File: config.mk
export PLATFORM = sky130hd
export DESIGN_NAME = spi_frame_decoder
export DESIGN_NICKNAME = d
export VERILOG_FILES = /design/src/rtl/spi_frame_decoder_pkg.sv /design/src/rtl/spi_frame_cksum.sv /design/src/rtl/spi_frame_decoder.sv
export SDC_FILE = /design/constraint.sdc
export NUM_CORES = 1
export LEC_CHECK = 0
export BUFFER_PORTS_ARGS = -buffer_cell sky130_fd_sc_hd__buf_2
export CAP_MARGIN = 20
export CORE_UTILIZATION = 43
export DETAILED_ROUTE_END_ITERATION = 7
export SLEW_MARGIN = 15
export SYNTH_ARGS = -nofsm -noshare
export SYNTH_HDL_FRONTEND = slang
export SYNTH_SLANG_ARGS = --single-unit
File: constraint.sdc
create_clock -name clk -period 2.3 [get_ports clk]
set_input_delay 0.345 -clock clk [delete_from_list [all_inputs] [get_ports clk]]
set_output_delay 0.345 -clock clk [all_outputs]
set_load 0.02 [all_outputs]
File: src/rtl/spi_frame_decoder_pkg.sv
// Shared definitions for the SPI command frame decoder: header layout, commands, FSM states.
package spi_frame_decoder_pkg;

  localparam int unsigned ADDR_W       = 6;
  localparam int unsigned HDR_CMD_MSB  = 7;
  localparam int unsigned HDR_CMD_LSB  = 6;
  localparam int unsigned HDR_ADDR_MSB = 5;
  localparam int unsigned HDR_ADDR_LSB = 0;

  typedef enum logic [1:0] {
    CMD_NOP   = 2'b00,
    CMD_WRITE = 2'b01,
    CMD_READ  = 2'b10,
    CMD_CLEAR = 2'b11
  } cmd_e;

  typedef struct packed {
    cmd_e              cmd;
    logic [ADDR_W-1:0] addr;
  } hdr_t;

  typedef enum logic [1:0] {
    ST_IDLE,
    ST_DATA,
    ST_CKSUM,
    ST_DROP
  } state_e;

  // Split a raw header byte into command and register address.
  function automatic hdr_t decode_hdr(input logic [7:0] b);
    hdr_t h;
    h.cmd  = cmd_e'(b[HDR_CMD_MSB:HDR_CMD_LSB]);
    h.addr = b[HDR_ADDR_MSB:HDR_ADDR_LSB];
    return h;
  endfunction

endpackage

File: src/rtl/spi_frame_cksum.sv
// Running XOR checksum of a frame: seeded by the header, folded with each payload byte.
module spi_frame_cksum (
  input  logic       clk,
  input  logic       rstn,
  input  logic       clear,
  input  logic       load,
  input  logic       add,
  input  logic [7:0] din,
  output logic [7:0] acc
);

  always_ff @(posedge clk or negedge rstn) begin
    if (!rstn) begin
      acc <= 8'h00;
    end else if (clear) begin
      acc <= 8'h00;
    end else if (load) begin
      acc <= din;
    end else if (add) begin
      acc <= acc ^ din;
    end
  end

endmodule

File: src/rtl/spi_frame_decoder.sv
// Assembles fixed-length MCU command frames from SPI bytes into register-file writes,
// clear strobes and readback bytes.
module spi_frame_decoder
  import spi_frame_decoder_pkg::*;
#(
  parameter int unsigned DATA_BYTES = 3,
  parameter int unsigned ERR_CNT_W  = 8
) (
  input  logic                    clk,
  input  logic                    rstn,
  input  logic [7:0]              byte_in,
  input  logic                    byte_valid,
  input  logic                    csn,
  output logic [7:0]              tx_byte,
  output logic [ADDR_W-1:0]       rd_addr,
  input  logic [8*DATA_BYTES-1:0] rd_data,
  output logic                    wr_en,
  output logic [ADDR_W-1:0]       wr_addr,
  output logic [8*DATA_BYTES-1:0] wr_data,
  output logic                    clear_all,
  output logic                    err_cksum,
  output logic                    err_abort,
  output logic [ERR_CNT_W-1:0]    err_count
);

  localparam int unsigned DATA_W = 8 * DATA_BYTES;
  localparam int unsigned CNT_W  = (DATA_BYTES > 1) ? $clog2(DATA_BYTES) : 1;

  state_e                     state_q, state_d;
  hdr_t                       hdr_q;
  hdr_t                       hdr_in;
  logic [CNT_W-1:0]           cnt_q;
  logic [DATA_BYTES-1:0][7:0] payload_q;
  logic [DATA_W-1:0]          shadow_q;
  logic [1:0]                 rd_pipe_q;
  logic [7:0]                 acc;
  logic                       hdr_take, pay_take, ck_take, abort_hit;
  logic                       ck_ok, ck_bad;

  assign hdr_in  = decode_hdr(byte_in);
  assign ck_ok   = ck_take && (byte_in == acc);
  assign ck_bad  = ck_take && (byte_in != acc);
  assign tx_byte = shadow_q[7:0];

  spi_frame_cksum u_cksum (
    .clk  (clk),
    .rstn (rstn),
    .clear(csn),
    .load (hdr_take),
    .add  (pay_take),
    .din  (byte_in),
    .acc  (acc)
  );

  always_ff @(posedge clk or negedge rstn) begin
    if (!rstn) state_q <= ST_IDLE;
    else       state_q <= state_d;
  end

  // csn high wins over any coincident byte and always returns to IDLE.
  always_comb begin
    state_d   = state_q;
    hdr_take  = 1'b0;
    pay_take  = 1'b0;
    ck_take   = 1'b0;
    abort_hit = 1'b0;
    if (csn) begin
      state_d   = ST_IDLE;
      abort_hit = (state_q == ST_DATA) || (state_q == ST_CKSUM);
    end else if (byte_valid) begin
      unique case (state_q)
        ST_IDLE: begin
          hdr_take = 1'b1;
          state_d  = ST_DATA;
        end
        ST_DATA: begin
          pay_take = 1'b1;
          if (cnt_q == CNT_W'(DATA_BYTES - 1)) state_d = ST_CKSUM;
        end
        ST_CKSUM: begin
          ck_take = 1'b1;
          state_d = ST_DROP;
        end
        default: ;
      endcase
    end
  end

  always_ff @(posedge clk or negedge rstn) begin
    if (!rstn) begin
      hdr_q     <= '0;
      cnt_q     <= '0;
      payload_q <= '0;
      shadow_q  <= '0;
      rd_pipe_q <= '0;
      rd_addr   <= '0;
      wr_en     <= 1'b0;
      wr_addr   <= '0;
      wr_data   <= '0;
      clear_all <= 1'b0;
      err_cksum <= 1'b0;
      err_abort <= 1'b0;
      err_count <= '0;
    end else begin
      wr_en     <= ck_ok && (hdr_q.cmd == CMD_WRITE);
      clear_all <= ck_ok && (hdr_q.cmd == CMD_CLEAR);
      err_cksum <= ck_bad;
      err_abort <= abort_hit;
      if ((ck_bad || abort_hit) && (err_count != '1)) begin
        err_count <= err_count + ERR_CNT_W'(1);
      end
      if (hdr_take) begin
        hdr_q <= hdr_in;
        cnt_q <= '0;
      end
      if (pay_take) begin
        payload_q[cnt_q] <= byte_in;
        cnt_q            <= cnt_q + CNT_W'(1);
      end
      if (ck_ok && (hdr_q.cmd == CMD_WRITE)) begin
        wr_addr <= hdr_q.addr;
        wr_data <= payload_q;
      end
      if (hdr_take && (hdr_in.cmd == CMD_READ)) rd_addr <= hdr_in.addr;
      // Read shadow: captured two cycles after the READ header, then one lane per payload byte.
      rd_pipe_q <= csn ? 2'b00 : {rd_pipe_q[0], hdr_take && (hdr_in.cmd == CMD_READ)};
      if (csn)               shadow_q <= '0;
      else if (rd_pipe_q[1]) shadow_q <= rd_data;
      else if (pay_take)     shadow_q <= shadow_q >> 8;
    end
  end

endmodule

==> results.md, run 1 <==
* Avg Vias per Cell at 4.96
* Final setup vio count at 0
* DPL Wire Length at 7490 µm
* Syn_nets at 464
* Worst clock skew at 0.00696 ns
* Post-Synth XOR/XNOR Area at 1.95%
* Post-synthesis async set-or-reset flop share at 100%
* Synthesized instance count at 420
* Met2 usage at 29.1%
* DRT Wirelength at 11,000 µm
* Seq cells post-synth at 118
* Crit end category: flip-flop
* Critical Path RT at 2.59 ns
* Post-synthesis mux area share at 22.4%
* Routed Antenna Nets at 0
* Fin. Hold Viols at 0
* Ant diodes at 0
* Die H at 114 µm
* Layout area overhead at 22.9%
* Crit path top cell by count: nor4_4
* Worst path cell trace: xor2_1 -> nor4_4 -> nand2_2 -> nor4_4 -> buf_12 -> mux2_4
* CP max stage cell: dfrtp_1
* Relative slew slack at 64.6%
* Netlist cell types at 33
* GR Layer Usage met1 at 24.0%
* Clock net sink count at 118
* Slew at the pin closest to its max-slew limit at 0.531 ns
* Fraction of layout cells with a size suffix above 1 at 43.3%
* First-pass GRT wire length at 17,900 µm
* Inserted Clock Buffers at 17
* WHS at 0.179 ns
* Max-cap violation count at 0
* TritonCTS clock tree: yes
* End-of-flow core utilization at 54.7%
* Std cell rows at 40
* Adder-cell share of the synthesized area at 1.86%
* Area of the core at 12,100 µm²
* Flop-to-flop setup slack at 0.20 ns
* Initial Utilization at 44.5%
* Total grt overflow at 0
* # fillers at 1,040
* CP max FO at 30
* CP Class: reg2reg
* Vias at 3,446
* DRT iter0 DRCs at 112
* Design Power at 6.73 mW
* Yosys warns at 0
* # port buffers at 91
* Peak ir drop on the vdd network at 0.496 mV
* Final Cycle Share at 91.4%
* Power per cell area at 1020 nW/µm²
* RSZ-0062 raised after global routing: false
* Post-route DRC at 0
* Synth Area in Simple Gates at 8.15%
* Final layout net count at 558
* I/O pin count at 92
* Tmin final at 2.10 ns
* Largest family of logic cells by synthesized area: multiplexers
* Highest Clock Rate at 476 MHz
* Resize count post-CTS at 0
* Initial antenna violation count at 0
* Worst EP arrival at 2.39 ns
* Post-synth top flop: dfrtp_1
* Vias in the first global route at 3,485
* CTS Hold Bufs at 1
* DRT Pass-1 Iters at 4
* Min-Delay Path Depth at 3
* Pin count of the biggest net entering global routing at 51
* RR Endpoint: wr_data[9]
* Root Buffer: clkbuf_16
* Worst setup endpoint: wr_data[9]
* Cell Area, Synth at 5390 µm²
* Footprint of the multi-input gates at 2200 µm²
* Leak at 3.21 nW
* Worst r2r src: u_cksum.acc[7]
* Number of synthesized flops with an enable pin at 0
* Bufs on Longest Clock Path at 2
* Grt peak-use layer: met2
* Sequential fraction of the synthesis area at 54.8%
* Worst-skew pair later-pin latency at 0.40 ns
* Worst hold path class: in2reg
* Overall Global Routing Usage at 18.5%
* Synth Area per Inst at 12.8 µm²
* Die footprint at 13,000 µm²
* Compound-Gate Fraction of Synth Area at 6.46%
* Sequential Area at 2950 µm²
* GRT met3 Usage at 5.31%
* Cells on worst reg2reg path at 6
* Outcome: complete, no violations
* Wire length per cell at 15.9 µm
* CP startpoint: u_cksum.acc[7]
* Clk slew on worst S/H paths at 0.05 ns
* CP startpoint kind: flip-flop
* H-tree level count at 4
* Die extent in x at 114 µm
* Slew Viols, Final at 0
* Routability congestion estimate at 0.754
* Fin Setup TNS at 0 ns
* Post-CTS Setup Repair Bufs at 0
* Largest stage delay on the critical path at 0.39 ns
-- placed cells by master (no fill, tap or decap), drive strengths merged --
| cell | n |
|---|---|
| nor3b | 1 |
| clkbuf | 23 |
| bufinv | 2 |
| o2111ai | 4 |
| dlygate4sd3 | 1 |
| a31oi | 1 |
| o2111a | 1 |
| o31ai | 1 |
| nor2b | 15 |
| and2 | 3 |
| nor2 | 13 |
| and3 | 1 |
| clkinvlp | 2 |
| nand2 | 29 |
| nand3 | 4 |
| nand2b | 2 |
| xor2 | 6 |
| o211ai | 8 |
| o21ai | 18 |
| buf | 111 |
| mux2i | 16 |
| mux2 | 83 |
| dfrtp | 118 |
| ha | 8 |
| nor4 | 4 |
| xnor2 | 6 |
| o22ai | 1 |
| clkinv | 5 |
| a21oi | 25 |
| inv | 7 |
| nand3b | 8 |
-- Yosys cell counts (all sizes together) (6+ instances only) --
| cell type | number | area share (%) |
|---|---|---|
| buf | 22 | 2.8 |
| ha | 8 | 1.9 |
| xor2 | 6 | 0.98 |
| clkbuf | 15 | 1.0 |
| mux2i | 16 | 3.0 |
| nand2 | 29 | 2.1 |
| o21ai | 18 | 1.7 |
| a21oi | 25 | 2.3 |
| dfrtp | 118 | 55 |
| nand3b | 8 | 1.1 |
| o211ai | 8 | 1.1 |
| nor2 | 13 | 0.91 |
| mux2 | 83 | 19 |
| inv | 7 | 0.49 |
| nor2b | 15 | 1.7 |
| xnor2 | 6 | 0.98 |
-- per-layer routing --
metal  vias up  share of wire [%]
met5         -                  0
li1       1639                  -
met2        75                 48
met3        13                3.7
met4         0                1.4
met1      1719                 46
-- layout make-up --
class                   instances  area share (%)
clock buffers                  23            7.22
repair buffers                112            9.90
multi-input cells             258            33.2
inverters                       7           0.397
clock inverters                 9            1.51
well taps                     168            3.17
flip-flops and latches        118            44.6
-- power by group --
| part | total, mW | internal (mW) | switching [mW] |
|---|---|---|---|
| sequential | 2.77 | 2.50 | 0.274 |
| clock | 2.55 | 1.67 | 0.882 |
| combinational | 1.41 | 0.664 | 0.745 |
-- flip-flops by register name, summed over array words and instances, names as in the netlist --
name         flops
err_count        8
state_q          2
payload_q       24
u_cksum.acc      8
wr_data         24
clear_all        1
wr_addr          6
hdr_q            8
err_cksum        1
rd_pipe_q        2
shadow_q        24
cnt_q            2
err_abort        1
rd_addr          6
wr_en            1
-- per-stage QoR --
| step | worst slack [ns] | std cells | cell area (µm²) |
|---|---|---|---|
| detailed placement | 0.113 | 662 | 6030 |
| global route | 0.115 | 695 | 6620 |
| CTS | 0.204 | 695 | 6620 |
| finish | 0.198 | 695 | 6620 |
| floorplan | 0.277 | 420 | 5390 |
| global placement | 0.150 | 662 | 6030 |
-- worst max-delay path, delay by kind of cell (launching register included) --
family,cells,cell delay (ns)
flip-flops,1,0.39
multiplexers,1,0.32
AND/OR/NAND/NOR,3,0.78
buffers and inverters,1,0.29
XOR/XNOR,1,0.17
-- worst min path at each step --
stage / slack [ns] / endpoint / startpoint
after floorplan: 0.05 / clear_all / rstn
after global placement: 0.35 / wr_data[9] / rstn
after detailed placement: 0.36 / wr_data[9] / rstn
after CTS: 0.16 / shadow_q[21] / rd_data[21]
after global routing: 0.17 / shadow_q[22] / rd_data[22]
final: 0.18 / shadow_q[21] / rd_data[21]
-- logic make-up after synthesis --
kind of cell,count (synthesis)
and+or+nand+nor,80
buffers and inverters,44
muxes,99
xor gates and xnor gates,12
AOI/OAI and AO/OA,59
adders and majority gates,8
DFF,118
(Power assumes the default switching activity.)
==> run 2, diff against run 1 <==
clock period = 2.48 ns   (was 2.3 ns; I/O delays follow)
==> results.md, run 2 (synthesis gave the netlist of run 1 again) <==
* Outcome: complete, no violations
* Commonest non-fill, non-tap cell in the layout: dfrtp_1
* Design Power at 6.38 mW (-5.3%)
* Inserted Clock Buffers at 17 (unchanged)
* Root Buffer: clkbuf_16
* CTS Hold Bufs at 1 (unchanged)
* Largest stage delay on the critical path at 0.41 ns (+0.02 ns)
* TritonCTS clock tree: yes
* Fin Setup TNS at 0 ns (unchanged)
* Slew at the pin closest to its max-slew limit at 0.585 ns (+0.0544 ns)
* DPL Wire Length at 7540 µm (+0.69%)
* Leak at 3.21 nW (about the same)
* Routability congestion estimate at 0.756 (+0.24%)
* CP Class: reg2reg
* Layout area overhead at 23.0% (about the same)
* Initial antenna violation count at 0 (unchanged)
* Setup WS pre-CTS at 0.247 ns (+0.134 ns)
* Total grt overflow at 0 (unchanged)
* Vias in the first global route at 3,476 (-0.26%)
* I/O pin count at 92 (unchanged)
* Die footprint at 13,000 µm² (unchanged)
* Flop-to-flop setup slack at 0.34 ns (+0.14 ns)
* Worst hold path class: in2reg
* Avg Vias per Cell at 5.01 (+1.1%)
* Highest Clock Rate at 466 MHz (-2.0%)
* Final Cycle Share at 86.5% (-4.9 points)
* Die extent in x at 114 µm (unchanged)
* Post-route DRC at 0 (unchanged)
* Wire length per cell at 16.2 µm (+2.1%)
* DP Area at 6020 µm² (-0.25%)
* Pin count of the biggest net entering global routing at 46 (-9.8%)
* Crit end category: flip-flop
* Fin. Hold Viols at 0 (unchanged)
* Relative slew slack at 61.0% (-3.6 points)
* Vias at 3,469 (+0.67%)
* # port buffers at 91 (unchanged)
* Clk slew on worst S/H paths at 0.06 ns (about the same)
* Final setup vio count at 0 (unchanged)
* Fin worst setup slack at 0.336 ns (+0.137 ns)
* Clock net sink count at 118 (unchanged)
* H-tree level count at 4 (unchanged)
* Final layout net count at 556 (-0.36%)
* Power per cell area at 962 nW/µm² (-5.4%)
* Commonest non-fill, non-tap cells in the layout: dfrtp_1 (118), buf_2 (90), mux2_2 (53)
* Hold path start: rd_data[2]
* DRT Pass-1 Iters at 5 (+1)
* Bufs on Longest Clock Path at 2 (unchanged)
* Buffers & Inverters on Critical Path at 1 (unchanged)
* Worst path cell trace: xor2_1 -> nor4_4 -> nand2_2 -> nor4_4 -> buf_12 -> mux2_4
* Worst-skew pair later-pin latency at 0.41 ns (about the same)
* Fraction of layout cells with a size suffix above 1 at 43.1% (-0.13 points)
* DRT Wirelength at 11,200 µm (+1.7%)
* DRT iter0 DRCs at 133 (+19%)
* Post-route cell area at 6630 µm² (about the same)
* Overall Global Routing Usage at 18.8% (+0.38 points)
* Worst EP arrival at 2.43 ns (+0.04 ns)
* Initial Utilization at 44.5% (unchanged)
* Routed Antenna Nets at 0 (unchanged)
* First-pass GRT wire length at 18,300 µm (+2.1%)
* CP startpoint kind: flip-flop
* Ant diodes at 0 (unchanged)
* Peak ir drop on the vdd network at 0.457 mV (-7.8%)
* Crit path top cell by count: nor4_4
* Die H at 114 µm (unchanged)
* CP max FO at 30 (unchanged)
* Worst clock skew at 0.0106 ns (+0.00360 ns)
* Crit-path leading delay family: simple AND/OR/NAND/NOR gates
* RSZ-0062 raised after global routing: false
* Worst r2r src: u_cksum.acc[7]
* Largest regs: payload_q (24), shadow_q (24), wr_data (24)
* Std cell rows at 40 (unchanged)
* Area of the core at 12,100 µm² (unchanged)
* Min-Delay Path Depth at 3 (unchanged)
* Hold worst-path end: shadow_q[2]
* Tmin final at 2.14 ns (+0.0425 ns)
* CP max stage cell: dfrtp_1
* Critical Path RT at 2.77 ns (+0.18 ns)
* RR Endpoint: wr_data[5]
* Max-cap violation count at 0 (unchanged)
* Post-CTS Setup Repair Bufs at 0 (unchanged)
* Slew Viols, Final at 0 (unchanged)
* Cells on worst reg2reg path at 6 (unchanged)
* Resize count post-CTS at 0 (unchanged)
run 2: per-stage QoR:
stage               std cells  util, %  hold WS, ns
finish                    692     54.7        0.203
global route              692     54.7        0.185
CTS                       692     54.7        0.184
detailed placement        660     49.7        0.416
global placement          660     49.7        0.411
floorplan                 420        -       0.0764
run 2: worst register-to-register path, delay by kind of cell (launching register included):
kind	cells	cell delay [ns]
xor gates and xnor gates	1	0.18
DFF	1	0.41
buffers and inverters	1	0.29
muxes	1	0.35
and+or+nand+nor	3	0.79
run 2: metal layers:
metal | track usage, % | wire length, µm
met5 | 0 | 0
met3 | 6.48 | 483
met4 | 5.71 | 87
met2 | 29.4 | 5460
met1 | 24.8 | 5190
run 2: worst max path at each step:
stage / startpoint / end / cells past startpoint
detailed placement: byte_in[7] / wr_data[21] / 7
floorplan: byte_in[2] / wr_addr[0] / 7
global placement: byte_in[7] / wr_data[1] / 7
global route: u_cksum.acc[7] / wr_data[5] / 6
finish: u_cksum.acc[7] / wr_data[5] / 6
CTS: u_cksum.acc[7] / wr_data[13] / 6
run 2: report_power, final:
part / switching, mW / internal, mW / leakage (nW)
sequential: 0.265 / 2.32 / 1.58
combinational: 0.697 / 0.615 / 1.34
clock: 0.837 / 1.65 / 0.292
run 2: final cells by class:
class                           count  area (µm²)
Clock inverter                      9         125
Timing Repair Buffer              110         641
Sequential cell                   118        2950
Multi-Input combinational cell    258        2200
Inverter                            7        26.3
Tap cell                          168         210
Fill cell                        1070        5480
Clock buffer                       22         474
==> run 3, diff against run 2 <==
CORE_ASPECT_RATIO = 0.6   (was not set)
PLACE_DENSITY = 0.72   (was not set)
==> results.md, run 3 (synthesis gave the netlist of run 1 again) <==
* Largest regs: payload_q (24), shadow_q (24), wr_data (24)
* H-tree level count at 4 (unchanged)
* Ant diodes at 0 (unchanged)
* Flop-to-flop setup slack at 0.42 ns (+0.08 ns)
* Finished Layout Cells at 687 (-0.72%)
* Worst EP arrival at 2.34 ns (-0.09 ns)
* Overall Global Routing Usage at 18.7% (-0.17 points)
* Design Power at 6.57 mW (+3.1%)
* Area of the core at 12,100 µm² (+0.24%)
* CP startpoint kind: flip-flop
* First-pass GRT wire length at 18,200 µm (-0.23%)
* Wire length per cell at 16.8 µm (+4.0%)
* Sequential power share at 39.4% (-1.1 points)
* DRT Wirelength at 11,600 µm (+3.2%)
* RR Endpoint: wr_addr[4]
* Worst r2r src: u_cksum.acc[7]
* Slew at the pin closest to its max-slew limit at 0.699 ns (+0.114 ns)
* Worst hold path class: in2async
* Layout area overhead at 23.0% (about the same)
* Max-cap violation count at 0 (unchanged)
* Final setup vio count at 0 (unchanged)
* Power per cell area at 992 nW/µm² (+3.1%)
* Total grt overflow at 0 (unchanged)
* CP max FO at 30 (unchanged)
* Routed Antenna Nets at 0 (unchanged)
* Die footprint at 13,000 µm² (+0.11%)
* Vias at 3,482 (+0.37%)
* Critical Path RT at 2.76 ns (about the same)
* Post-route DRC at 0 (unchanged)
* Std cell rows at 31 (-23%)
* I/O pin count at 92 (unchanged)
* Post-CTS Setup Repair Bufs at 0 (unchanged)
* RSZ-0062 raised after global routing: false
* CP Class: reg2reg
* Outcome: complete, no violations
* Root Buffer: clkbuf_16
* Footprint of the multi-input gates at 2200 µm² (unchanged)
* Clk pwr share at 40.3% (+1.4 points)
* # port buffers at 91 (unchanged)
* Worst-skew pair later-pin latency at 0.41 ns (about the same)
* Fin Setup TNS at 0 ns (unchanged)
* Commonest non-fill, non-tap cells in the layout: dfrtp_1 (118), buf_2 (90), mux2_2 (53)
* Peak ir drop on the vdd network at 0.526 mV (+15%)
* CTS Hold Bufs at 0 (-1)
* Slew Viols, Final at 0 (unchanged)
* Clock net sink count at 118 (unchanged)
* Initial antenna violation count at 0 (unchanged)
* Vias in the first global route at 3,448 (-0.81%)
* Met3 WL post-DR at 657 µm (+36%)
* Worst clock skew at 0.0209 ns (+0.0103 ns)
* Highest Clock Rate at 485 MHz (+4.0%)
* Pin count of the biggest net entering global routing at 55 (+20%)
* DPL Wire Length at 7880 µm (+4.6%)
* Bufs on Longest Clock Path at 2 (unchanged)
* Resize count post-CTS at 0 (unchanged)
* Metal-1 WL at 5910 µm (+14%)
* Sequential Area at 2950 µm² (unchanged)
* Tmin final at 2.06 ns (-0.0824 ns)
* Final layout net count at 553 (-0.54%)
* Comb pwr share at 20.3% (-0.3 points)
* Commonest non-fill, non-tap cell in the layout: dfrtp_1
* Fraction of layout cells with a size suffix above 1 at 42.9% (-0.22 points)
* Relative slew slack at 53.4% (-7.6 points)
* Net load switching power at 1.86 mW (+3.4%)
* # fillers at 1,021 (-4.6%)
* Cells on worst reg2reg path at 6 (unchanged)
* Clk slew on worst S/H paths at 0.05 ns (about the same)
* Met2 wire length at 4970 µm (-9.0%)
* End-of-flow core utilization at 54.6% (-0.14 points)
* Leak at 3.21 nW (about the same)
* Initial Utilization at 44.4% (-0.11 points)
* Crit end category: flip-flop
* Fin. Hold Viols at 0 (unchanged)
* Avg Vias per Cell at 5.07 (+1.1%)
* Placed cell count at 655 (-0.76%)
* Routability congestion estimate at 0.808 (+7.0%)
* Die extent in x at 147 µm (+29%)
* Die H at 88.7 µm (-22%)
* TritonCTS clock tree: yes
* Inserted Clock Buffers at 17 (unchanged)
* Sw Ratio at 28.3% (+0.092 points)
* DRT Pass-1 Iters at 5 (unchanged)
* Internal power at 4.71 mW (+3.0%)
* Max layer used: met4
* DRT iter0 DRCs at 215 (+62%)
* Final Cycle Share at 83.1% (-3.3 points)
==> run 3: cell types whose count changed in the layout (fill, tap and decap cells not counted), sizes merged <==
cell         change
clkinv           +2
dlygate4sd3      -1
clkinvlp         -1
bufinv           +2
clkbuf           -2
buf              -2
==> run 3: power groups by stage <==
stage / Combinational [mW] / Clock, mW / Sequential, mW
6_report: 1.33 / 2.65 / 2.59
5_1_grt: 1.46 / 2.78 / 2.64
4_1_cts: 1.35 / 2.70 / 2.59
3_5_place_dp: 1.34 / 0 / 2.62
3_3_place_gp: 1.27 / 0 / 2.59
2_1_floorplan: 0.826 / 0 / 2.67
==> run 3: area by class of cell <==
class | count | area share [%]
Sequential cell | 118 | 44.6
Multi-Input combinational cell | 258 | 33.2
Inverter | 7 | 0.396
Timing Repair Buffer | 107 | 9.10
Tap cell | 165 | 3.11
Clock inverter | 12 | 3.06
Clock buffer | 20 | 6.59
==> run 3: worst max-delay path: stages (launching register included) <==
cell and delay, ns:
dfrtp_1 0.40, xor2_1 0.18, nor4_4 0.33, nand2_2 0.13, nor4_4 0.27, buf_12 0.28, mux2_4 0.33
==> run 3: worst max-delay path by stage <==
stage | from | slack, ns | end | cells after the start
after floorplan | byte_in[2] | 0.43 | wr_addr[0] | 7
after global placement | byte_in[7] | 0.32 | wr_data[11] | 7
after detailed placement | byte_in[7] | 0.27 | wr_data[3] | 7
after CTS | u_cksum.acc[7] | 0.41 | wr_data[15] | 6
after global routing | u_cksum.acc[7] | 0.34 | wr_data[15] | 6
final | u_cksum.acc[7] | 0.42 | wr_addr[4] | 6
==> run 3: layer usage <==
layer,up-vias,track usage [%]
met5,-,0
met4,0,6.91
met3,5,5.26
met2,93,27.2
met1,1753,26.6
li1,1631,-
==> run 3: stage by stage <==
step / cell area (µm²) / hold WS [ns] / worst slack, ns
detailed placement: 5990 / 0.462 / 0.265
finish: 6630 / 0.0149 / 0.418
floorplan: 5390 / 0.0764 / 0.430
global placement: 5990 / 0.458 / 0.318
CTS: 6630 / 0.0393 / 0.409
global route: 6630 / 0.0620 / 0.343
